--- src/rtl/prefetch_rd_arb_pkg.sv ---
// Shared state encoding and width constants for the prefetch read arbiter.
package prefetch_rd_arb_pkg;

    localparam int LEN_W_DEF = 8;
    localparam int IDLE_W    = 4;

    typedef enum logic [1:0] {
        ST_IDLE  = 2'd0,
        ST_GRANT = 2'd1,
        ST_XFER  = 2'd2
    } arb_state_t;

endpackage

--- src/rtl/prefetch_rd_arb_if.sv ---
// Channel-side prefetch FIFO read ports plus the merged output stream.
interface prefetch_rd_arb_if #(
    parameter int N_CH = 4,
    parameter int DW   = 16
);

    logic [N_CH-1:0]          ch_en;
    logic [N_CH*DW-1:0]       ch_rd_data;
    logic [N_CH-1:0]          ch_rd_vld;
    logic [N_CH-1:0]          ch_rd_en;
    logic [DW-1:0]            out_data;
    logic                     out_vld;
    logic                     out_ready;
    logic [$clog2(N_CH)-1:0]  out_ch;
    logic                     out_sof;
    logic                     out_eof;

    modport master (
        input  ch_en, ch_rd_data, ch_rd_vld, out_ready,
        output ch_rd_en, out_data, out_vld, out_ch, out_sof, out_eof
    );

    modport slave (
        output ch_en, ch_rd_data, ch_rd_vld, out_ready,
        input  ch_rd_en, out_data, out_vld, out_ch, out_sof, out_eof
    );

endinterface

--- src/rtl/prefetch_rd_arb_rr_arb.sv ---
// Combinational round-robin picker: first request searching upward from last_grant+1.
module rr_arb #(
    parameter int N_CH = 4
) (
    input  logic [N_CH-1:0]         req,
    input  logic [$clog2(N_CH)-1:0] last_grant,
    output logic [N_CH-1:0]         gnt,
    output logic [$clog2(N_CH)-1:0] gnt_idx,
    output logic                    any_req
);

    localparam int IDX_W = $clog2(N_CH);

    logic [IDX_W-1:0] cand;
    logic             found;

    always_comb begin
        gnt     = '0;
        gnt_idx = '0;
        found   = 1'b0;
        cand    = '0;
        for (int k = 1; k <= N_CH; k++) begin
            cand = IDX_W'((int'(last_grant) + k) % N_CH);
            if (!found && req[cand]) begin
                found        = 1'b1;
                gnt[cand]    = 1'b1;
                gnt_idx      = cand;
            end
        end
    end

    assign any_req = |req;

endmodule

--- src/rtl/prefetch_rd_arb.sv ---
// Round-robin burst arbiter merging N_CH prefetch FIFO read ports into one stream.
//  state | meaning
//  IDLE  | no burst; round-robin picks the next requesting channel
//  GRANT | channel and burst length latched, counters cleared
//  XFER  | beats streamed from the granted channel until eof or starvation abort
module prefetch_rd_arb
    import prefetch_rd_arb_pkg::*;
#(
    parameter int N_CH  = 4,
    parameter int DW    = 16,
    parameter int LEN_W = LEN_W_DEF
) (
    input  logic               rd_clk,
    input  logic               rd_rst,
    prefetch_rd_arb_if.master  bus,
    input  logic [LEN_W-1:0]   cfg_burst_len,
    input  logic [IDLE_W-1:0]  cfg_idle_max,
    output logic               burst_abort,
    output logic               busy
);

    localparam int IDX_W = $clog2(N_CH);
    localparam logic [LEN_W:0]    BEAT_ONE   = (LEN_W+1)'(1);
    localparam logic [IDLE_W-1:0] STARVE_ONE = IDLE_W'(1);

    arb_state_t         state, state_nxt;
    logic [IDX_W-1:0]   last_grant;
    logic [IDX_W-1:0]   gnt_idx;
    logic [N_CH-1:0]    gnt_oh;
    logic [LEN_W-1:0]   len_q;
    logic [LEN_W:0]     beat_cnt;
    logic [LEN_W:0]     last_beat;
    logic [IDLE_W-1:0]  starve_cnt;

    logic [N_CH-1:0]    req_vec;
    logic [N_CH-1:0]    arb_gnt;
    logic [IDX_W-1:0]   arb_idx;
    logic               any_req;

    logic               g_vld;
    logic [DW-1:0]      g_data;
    logic               beat;
    logic               eof_c;
    logic               abort_c;

    assign req_vec = bus.ch_en & bus.ch_rd_vld;

    rr_arb #(.N_CH(N_CH)) u_rr_arb (
        .req        (req_vec),
        .last_grant (last_grant),
        .gnt        (arb_gnt),
        .gnt_idx    (arb_idx),
        .any_req    (any_req)
    );

    // Length 0 encodes a full 2^LEN_W burst; the extra counter bit keeps it from wrapping.
    assign last_beat = (len_q == '0) ? {1'b0, {LEN_W{1'b1}}} : ({1'b0, len_q} - BEAT_ONE);

    assign g_vld = |(bus.ch_rd_vld & gnt_oh);

    always_comb begin
        g_data = '0;
        for (int i = 0; i < N_CH; i++) begin
            if (gnt_oh[i]) g_data = g_data | bus.ch_rd_data[i*DW +: DW];
        end
    end

    always_ff @(posedge rd_clk or posedge rd_rst) begin
        if (rd_rst) begin
            state      <= ST_IDLE;
            last_grant <= IDX_W'(N_CH-1);
            gnt_idx    <= '0;
            gnt_oh     <= '0;
            len_q      <= '0;
            beat_cnt   <= '0;
            starve_cnt <= '0;
        end else begin
            state <= state_nxt;
            case (state)
                ST_IDLE: begin
                    if (any_req) begin
                        gnt_idx    <= arb_idx;
                        gnt_oh     <= arb_gnt;
                        last_grant <= arb_idx;
                        len_q      <= cfg_burst_len;
                    end
                end
                ST_GRANT: begin
                    beat_cnt   <= '0;
                    starve_cnt <= '0;
                end
                ST_XFER: begin
                    if (beat) beat_cnt <= beat_cnt + BEAT_ONE;
                    if (g_vld)
                        starve_cnt <= '0;
                    else if (starve_cnt != '1)
                        starve_cnt <= starve_cnt + STARVE_ONE;
                end
                default: ;
            endcase
        end
    end

    always_comb begin
        state_nxt    = state;
        bus.out_vld  = 1'b0;
        bus.out_data = '0;
        bus.ch_rd_en = '0;
        bus.out_sof  = 1'b0;
        bus.out_eof  = 1'b0;
        beat         = 1'b0;
        eof_c        = 1'b0;
        abort_c      = 1'b0;
        case (state)
            ST_IDLE: begin
                if (any_req) state_nxt = ST_GRANT;
            end
            ST_GRANT: begin
                state_nxt = ST_XFER;
            end
            ST_XFER: begin
                eof_c        = g_vld && (beat_cnt == last_beat);
                beat         = g_vld && bus.out_ready;
                // Stalls with data present never count toward starvation.
                abort_c      = !g_vld && (cfg_idle_max != '0) &&
                               (starve_cnt == cfg_idle_max - STARVE_ONE);
                bus.out_vld  = g_vld;
                bus.out_data = g_data;
                bus.ch_rd_en = bus.out_ready ? gnt_oh : '0;
                bus.out_sof  = g_vld && (beat_cnt == '0);
                bus.out_eof  = eof_c;
                if ((eof_c && bus.out_ready) || abort_c) state_nxt = ST_IDLE;
            end
            default: state_nxt = ST_IDLE;
        endcase
    end

    assign bus.out_ch  = gnt_idx;
    assign burst_abort = abort_c;
    assign busy        = (state != ST_IDLE);

endmodule

--- src/flat_wrapper.sv ---
// flat-port wrapper written by rule: the top's interface ports become plain ports
module prefetch_rd_arb_flat import prefetch_rd_arb_pkg::*;
#(
    parameter int N_CH  = 4,
    parameter int DW    = 16,
    parameter int LEN_W = LEN_W_DEF
)
  (rd_clk, rd_rst, cfg_burst_len, cfg_idle_max, burst_abort, busy, bus_ch_en, bus_ch_rd_data, bus_ch_rd_vld, bus_out_ready, bus_ch_rd_en, bus_out_data, bus_out_vld, bus_out_ch, bus_out_sof, bus_out_eof);
  prefetch_rd_arb_if #(.N_CH(N_CH), .DW(DW)) bus_i ();
  input  logic rd_clk;
  input  logic rd_rst;
  input  logic [LEN_W-1:0] cfg_burst_len;
  input  logic [IDLE_W-1:0] cfg_idle_max;
  output logic burst_abort;
  output logic busy;
  input wire logic [$bits(bus_i.ch_en)-1:0] bus_ch_en;
  input wire logic [$bits(bus_i.ch_rd_data)-1:0] bus_ch_rd_data;
  input wire logic [$bits(bus_i.ch_rd_vld)-1:0] bus_ch_rd_vld;
  input wire logic [$bits(bus_i.out_ready)-1:0] bus_out_ready;
  output wire logic [$bits(bus_i.ch_rd_en)-1:0] bus_ch_rd_en;
  output wire logic [$bits(bus_i.out_data)-1:0] bus_out_data;
  output wire logic [$bits(bus_i.out_vld)-1:0] bus_out_vld;
  output wire logic [$bits(bus_i.out_ch)-1:0] bus_out_ch;
  output wire logic [$bits(bus_i.out_sof)-1:0] bus_out_sof;
  output wire logic [$bits(bus_i.out_eof)-1:0] bus_out_eof;
  assign bus_i.ch_en = bus_ch_en;
  assign bus_i.ch_rd_data = bus_ch_rd_data;
  assign bus_i.ch_rd_vld = bus_ch_rd_vld;
  assign bus_i.out_ready = bus_out_ready;
  assign bus_ch_rd_en = bus_i.ch_rd_en;
  assign bus_out_data = bus_i.out_data;
  assign bus_out_vld = bus_i.out_vld;
  assign bus_out_ch = bus_i.out_ch;
  assign bus_out_sof = bus_i.out_sof;
  assign bus_out_eof = bus_i.out_eof;
  prefetch_rd_arb #(.N_CH(N_CH), .DW(DW), .LEN_W(LEN_W)) u_core (.rd_clk(rd_clk), .rd_rst(rd_rst), .bus(bus_i), .cfg_burst_len(cfg_burst_len), .cfg_idle_max(cfg_idle_max), .burst_abort(burst_abort), .busy(busy));
endmodule
--- config.mk ---
export PLATFORM = sky130hd
export DESIGN_NAME = prefetch_rd_arb_flat
export DESIGN_NICKNAME = d
export VERILOG_FILES = /design/src/rtl/prefetch_rd_arb_pkg.sv /design/src/rtl/prefetch_rd_arb_if.sv /design/src/rtl/prefetch_rd_arb_rr_arb.sv /design/src/rtl/prefetch_rd_arb.sv /design/src/flat_wrapper.sv
export SDC_FILE = /design/constraint.sdc
export NUM_CORES = 1
export LEC_CHECK = 0
export CAP_MARGIN = 30
export CORE_AREA = 4 4 87 89
export CTS_BUF_LIST = sky130_fd_sc_hd__clkbuf_4 sky130_fd_sc_hd__clkbuf_8
export CTS_CLUSTER_SIZE = 8
export DETAILED_ROUTE_END_ITERATION = 10
export DIE_AREA = 0 0 91 93
export HOLD_SLACK_MARGIN = 0.03
export PLACE_DENSITY = 0.8
export REMOVE_ABC_BUFFERS = 1
export SLEW_MARGIN = 15
export SYNTH_ARGS = -nofsm -noshare
export SYNTH_HDL_FRONTEND = slang
export SYNTH_HIERARCHICAL = 1
export SYNTH_SLANG_ARGS = --single-unit
--- constraint.sdc ---
create_clock -name rd_clk -period 8.1 [get_ports rd_clk]
set_input_delay 1.62 -clock rd_clk [delete_from_list [all_inputs] [get_ports rd_clk]]
set_output_delay 1.62 -clock rd_clk [all_outputs]
set_load 0.03 [all_outputs]
Word-level counts from Yosys, hierarchy flattened
Index checks and enable logic that the tools add are counted. W data, S select, Z words.

$add $sub $neg: 8. $lt $le $gt $ge: 8. Equality and inequality tests: 9. Muxes and demuxes: 48. Bitwise logic cells: 8. Reduce and logical (&&, ||, !) cells: 30.

Operators with widths (number): $mux W16 (5); $or A16 B16 Y16 (3); $mux W4 (8); $mux W9 (2); $pmux W9 S2 (1); $mux W1 (16); $logic_and A1 B1 Y1 (13); $lt A2 B3 Y1 const B (4); $mux W2 (6); $or A4 B4 Y4 (3); $add A9 B1 Y9 const B (1); $eq A9 B9 Y1 (1); $logic_not A9 Y1 (1); $sub A8 B1 Y9 const B (1); $and A4 B4 Y4 (2); $bmux W1 S2 (4); $demux W1 S2 (4); $ge A2 B1 Y1 const B (4); $logic_not A8 Y1 (1); $pmux W4 S2 (1); $reduce_and A2 Y1 (4); $reduce_or A4 Y1 (2); $ne A2 B1 Y1 const B (3); $pmux W2 S3 (1); 14 further kinds (20).

Register bits: 31. Input port bits: 87. Word-level logic and storage cells: 118.

Longest topological paths before layout
Depth after elaboration: 13. Mapped depth: 10. Depth with buffers taken out: 8.

Cells and area by module
Netlist, hierarchy kept.

Modules (own cells, without submodules): prefetch_rd_arb (times used 1, cells each 288, area each 2426.1 µm²); rr_arb (times used 1, cells each 70, area each 540.5 µm²).

Least setup slack after synthesis
Ideal clock, no wire load.

Path type: input -> output. From: input bus_ch_rd_vld[0]. To: output bus_out_sof. Arrival: 2.885 ns. Required time: 6.480 ns. Path slack: 3.595 ns. Stages: 5. Path buffers: 1. Cells stage by stage: a22oi_1 -> and2_1 -> buf_2 -> nor2_1 -> and3_1.

Cells in the longest elaborated chain, start to end: 4.

Ends and longest elaborated chain: from (decl) (RTL line flat_wrapper.sv:18) `input wire logic [$bits(bus_i.ch_rd_vld)-1:0] bus_ch_rd_vld;`; $and A4 B4 Y4 (RTL line prefetch_rd_arb.sv:59) `assign g_vld = |(bus.ch_rd_vld & gnt_oh);`; $reduce_or A4 Y1 (RTL line prefetch_rd_arb.sv:59); $logic_and A1 B1 Y1 (RTL line prefetch_rd_arb.sv:130) `bus.out_sof = g_vld && (beat_cnt == '0);`; $mux W1 (RTL line prefetch_rd_arb.sv:114) `case (state)`; to (decl) (RTL line flat_wrapper.sv:24) `output wire logic [$bits(bus_i.out_sof)-1:0] bus_out_sof;`.

Every way passes these cells.

Worst setup path after layout
From: input cfg_idle_max[0]. To: output burst_abort.

Cells in the longest elaborated chain, start to end: 4. Elaborated cells between the ends (all ways): 6. Classes of those cells: add/sub: 1; eq/ne: 1; mux: 1; reduce/logical: 3.

Ends and longest elaborated chain: from (decl) (RTL line flat_wrapper.sv:13) `input logic [IDLE_W-1:0] cfg_idle_max;`; $sub A4 B1 Y4 or $reduce_bool A4 Y1 (tied branches) (RTL line prefetch_rd_arb.sv:126, prefetch_rd_arb.sv:125); $eq A4 B4 Y1 or $logic_and A1 B1 Y1 (tied branches) (RTL line prefetch_rd_arb.sv:126, prefetch_rd_arb.sv:125); $logic_and A1 B1 Y1 (*) (RTL line prefetch_rd_arb.sv:125) `abort_c = !g_vld && (cfg_idle_max != '0) &&`; $mux W1 (*) (RTL line prefetch_rd_arb.sv:114); to (decl) (RTL line flat_wrapper.sv:14) `output logic burst_abort;`.

Every way passes the cells marked *; elsewhere a longest branch is shown, timed or not.

==> flow_summary.ini <==
[pwr]
intPower_uw = 614
p_sw_uw = 578
power_density_nw_per_um2 = 286
leakage_uw = 0.00162
ir_worst_vdd_v = 0.000177
clkPwrFrac_pct = 10.8
p_sw_share_pct = 48.5
p_comb_share_pct = 59.7
seqPwrFrac_pct = 29.5

[clocking]
h-tree-depth = 2
cts.sink_count = 31
postCtsSetupRepairBufs = 0
cts_tree = built
clk_latency_ns = 0.28
clk_path_buf_depth = 2
ctsHoldBuffers = 0
cts_resized = 0
root_buffer = clkbuf_8
cts_buffers = 5
clk_pin_slew_worst_paths_ns = 0.06

[final_layout]
nets = 555
drive_gt1_share_pct = 7.93
ff_latch_area_sq_um = 778
antenna_cells = 0
utilization_pct = 61.7
synthToLayoutAreaGrowth_pct = 40.6
layout_commonest_cell = clkdlybuf4s50_1
num-fill-cells = 597
final_cell_mix = 113 x clkdlybuf4s50_1, 35 x a22oi_1, 29 x dfrtp_1, 28 x nand2_1, 26 x a21oi_1
multi_input_area_sq_um = 1980

[drt]
vias = 3098
avgRoutedWirePerCell_um = 16.6
ant_nets = 0
dr.pass1.iters = 5
remaining_drc_errors = 0
viasPerCell = 5.80
drtIter0Drc = 227
drt-total-wl_mm = 8.85

[synth]
syn_inst = 358
synth.cell_area_sq_um = 2970
syn_avg_cell_area_sq_um = 8.29
ys_seq_elements = 31
synth_edf_count = 0
synthArstFlopShare_pct = 100
ys_warn_count = 6
synth.distinct_cells = 61
synth_ff_type = dfrtp_1
ys_seq_area_share_pct = 26.2

[die]
rows = 30
ios = 114
chipHeight_um = 93
die_w_um = 91
core_sq_um = 6760
die_area_sq_um = 8460
start_util_pct = 43.9

[timing]
rsz0062_at_grt = no
slew_violations = 0
setup_slack_ns = 2.62
worst_pin_slew_ns = 0.808
fin_setup_tns_ns = 0
finalSetupViolCount = 0
skew_ns = 0.00955
slew_headroom_pct = 46.1
hold_violations = 0
period_minus_slack_ns = 5.48
fin_crit_sh_pct = 67.6
clock.fmax_mhz = 183

[placement]
dp_hpwl_mm = 6.65
dp_slack_ns = 2.64
gp_routability_congestion = 0.913
port_buffers = 113

[hold_path]
hold_class = flop to flop

[critical_path]
required_ns = 6.48
critPathKind = primary input to primary output
setup.worst_path.end_class = primary output
crit_arrival_ns = 3.86
worst-path-max-fanout = 3
cp-start-kind = primary input

[global_route]
overflow = 0
grt_usage_pct = 20.4
grt_pass1_wl_mm = 14.3
antenna_found_initial = 0
grt_max_degree = 32
grt_pass1_vias = 2934

[flow_run]
cap_violations = 0

[run_status]
status = finished, final reports clean
==> sequential cells by signal (all words and copies together) (netlist names) <==
name	cells
u_core/bus.out_ch	2
u_core/last_grant	2
u_core/starve_cnt	4
u_core/len_q	8
u_core/beat_cnt	9
u_core/gnt_oh	4
u_core/state	2
==> synth_stat cells, types with 2 or more instances <==
library cell  count  area share [%]
o22ai_1           2            0.42
nor2_1           22             2.8
inv_1            19             2.4
a22oi_1          35             8.9
dfrtp_1          29              24
buf_2            10             1.7
o211ai_1          4             1.0
mux4_2            2             1.5
clkbuf_1         10             1.3
o21a_1            3            0.76
a31oi_1           3            0.63
o21ai_0          18             3.0
a41oi_1           3            0.89
nor2b_1           7             1.5
buf_4             2            0.51
o21ai_1           4            0.67
or2_2             2            0.42
and2_1            6             1.3
buf_6             2            0.76
ha_1             15             6.3
mux2_2           13             4.9
nor3b_1           5             1.3
nor4_1            3            0.63
nand3_1          12             2.0
dfstp_2           2             1.8
a211oi_1          3            0.76
and4_1            2            0.59
nand4_1           2            0.42
xor2_1            8             2.4
buf_1             3            0.38
and3_1            8             1.7
nand2b_1          5             1.1
a21oi_1          26             4.4
nand2_1          28             3.5
nor3_1            4            0.67
a221o_1           4             1.3
xnor2_1           8             2.4
==> per-stage QoR <==
stage / hold slack (ns) / instances / total power [uW] / cell area, sq um
5_1_grt: 0.588 / 534 / 1280 / 4170
6_report: 0.553 / 534 / 1190 / 4170
3_5_place_dp: 0.543 / 526 / 1050 / 4080
2_1_floorplan: 0.501 / 331 / 801 / 2830
3_3_place_gp: 0.536 / 526 / 1040 / 4080
4_1_cts: 0.557 / 534 / 1190 / 4170
==> critical path, cell delays in order <==
cell and delay [ns]:
clkdlybuf4s50_1 0.52, inv_1 0.08, ha_1 0.21, xor2_1 0.17, o31ai_1 0.28, nand4_1 0.16
nor2_1 0.13, clkdlybuf4s50_1 0.69
==> cell type report <==
| class | instances | area share (%) |
|---|---|---|
| inverter | 19 | 1.71 |
| clock inverter | 1 | 0.120 |
| multi-input combinational | 281 | 47.5 |
| tap | 80 | 2.40 |
| clock buffer | 7 | 2.16 |
| timing repair buffer | 115 | 27.5 |
| sequential | 31 | 18.7 |
==> per-layer routing <==
metal,part of all wire (%),track usage [%],up-vias
met1,44,25.9,1468
met2,49,36.0,104
met4,1.5,4.40,0
met3,6.0,3.78,13
li1,-,-,1513
met5,0,0,-
==> path summary, 6_finish.rpt <==
kind                                 startpoint                   end  slack, ns  cells past startpoint
min                        u_core/bus.out_ch[0]  u_core/bus.out_ch[0]       0.55                      2
min reg2reg                u_core/bus.out_ch[0]  u_core/bus.out_ch[0]       0.55                      2
max reg2reg                u_core/last_grant[0]      u_core/gnt_oh[0]       5.33                      7
max in group asynchronous                rd_rst  u_core/last_grant[1]       6.08                      3
min in group asynchronous                rd_rst       u_core/len_q[3]       1.71                      3
max                             cfg_idle_max[0]           burst_abort       2.62                      8
==> cells by family after synthesis <==
logic type               Yosys count  synth area share, %
AO/OA/AOI/OAI                    118                 27.3
AND/OR/NAND/NOR                  116                 21.6
buffers and inverters             46                 7.00
flip-flops                        31                 26.2
XOR/XNOR                          16                 4.72
multiplexers                      16                 6.79
adder cells (fa/ha/maj)           15                 6.33
==> power by group through the flow <==
stage | clock (uW) | combinational (uW) | sequential (uW)
2_1_floorplan | 0 | 485 | 316
3_3_place_gp | 0 | 691 | 349
3_5_place_dp | 0 | 705 | 350
4_1_cts | 131 | 711 | 349
5_1_grt | 136 | 775 | 366
6_report | 129 | 712 | 352
Note: power is estimated with default switching activity, not from simulation.
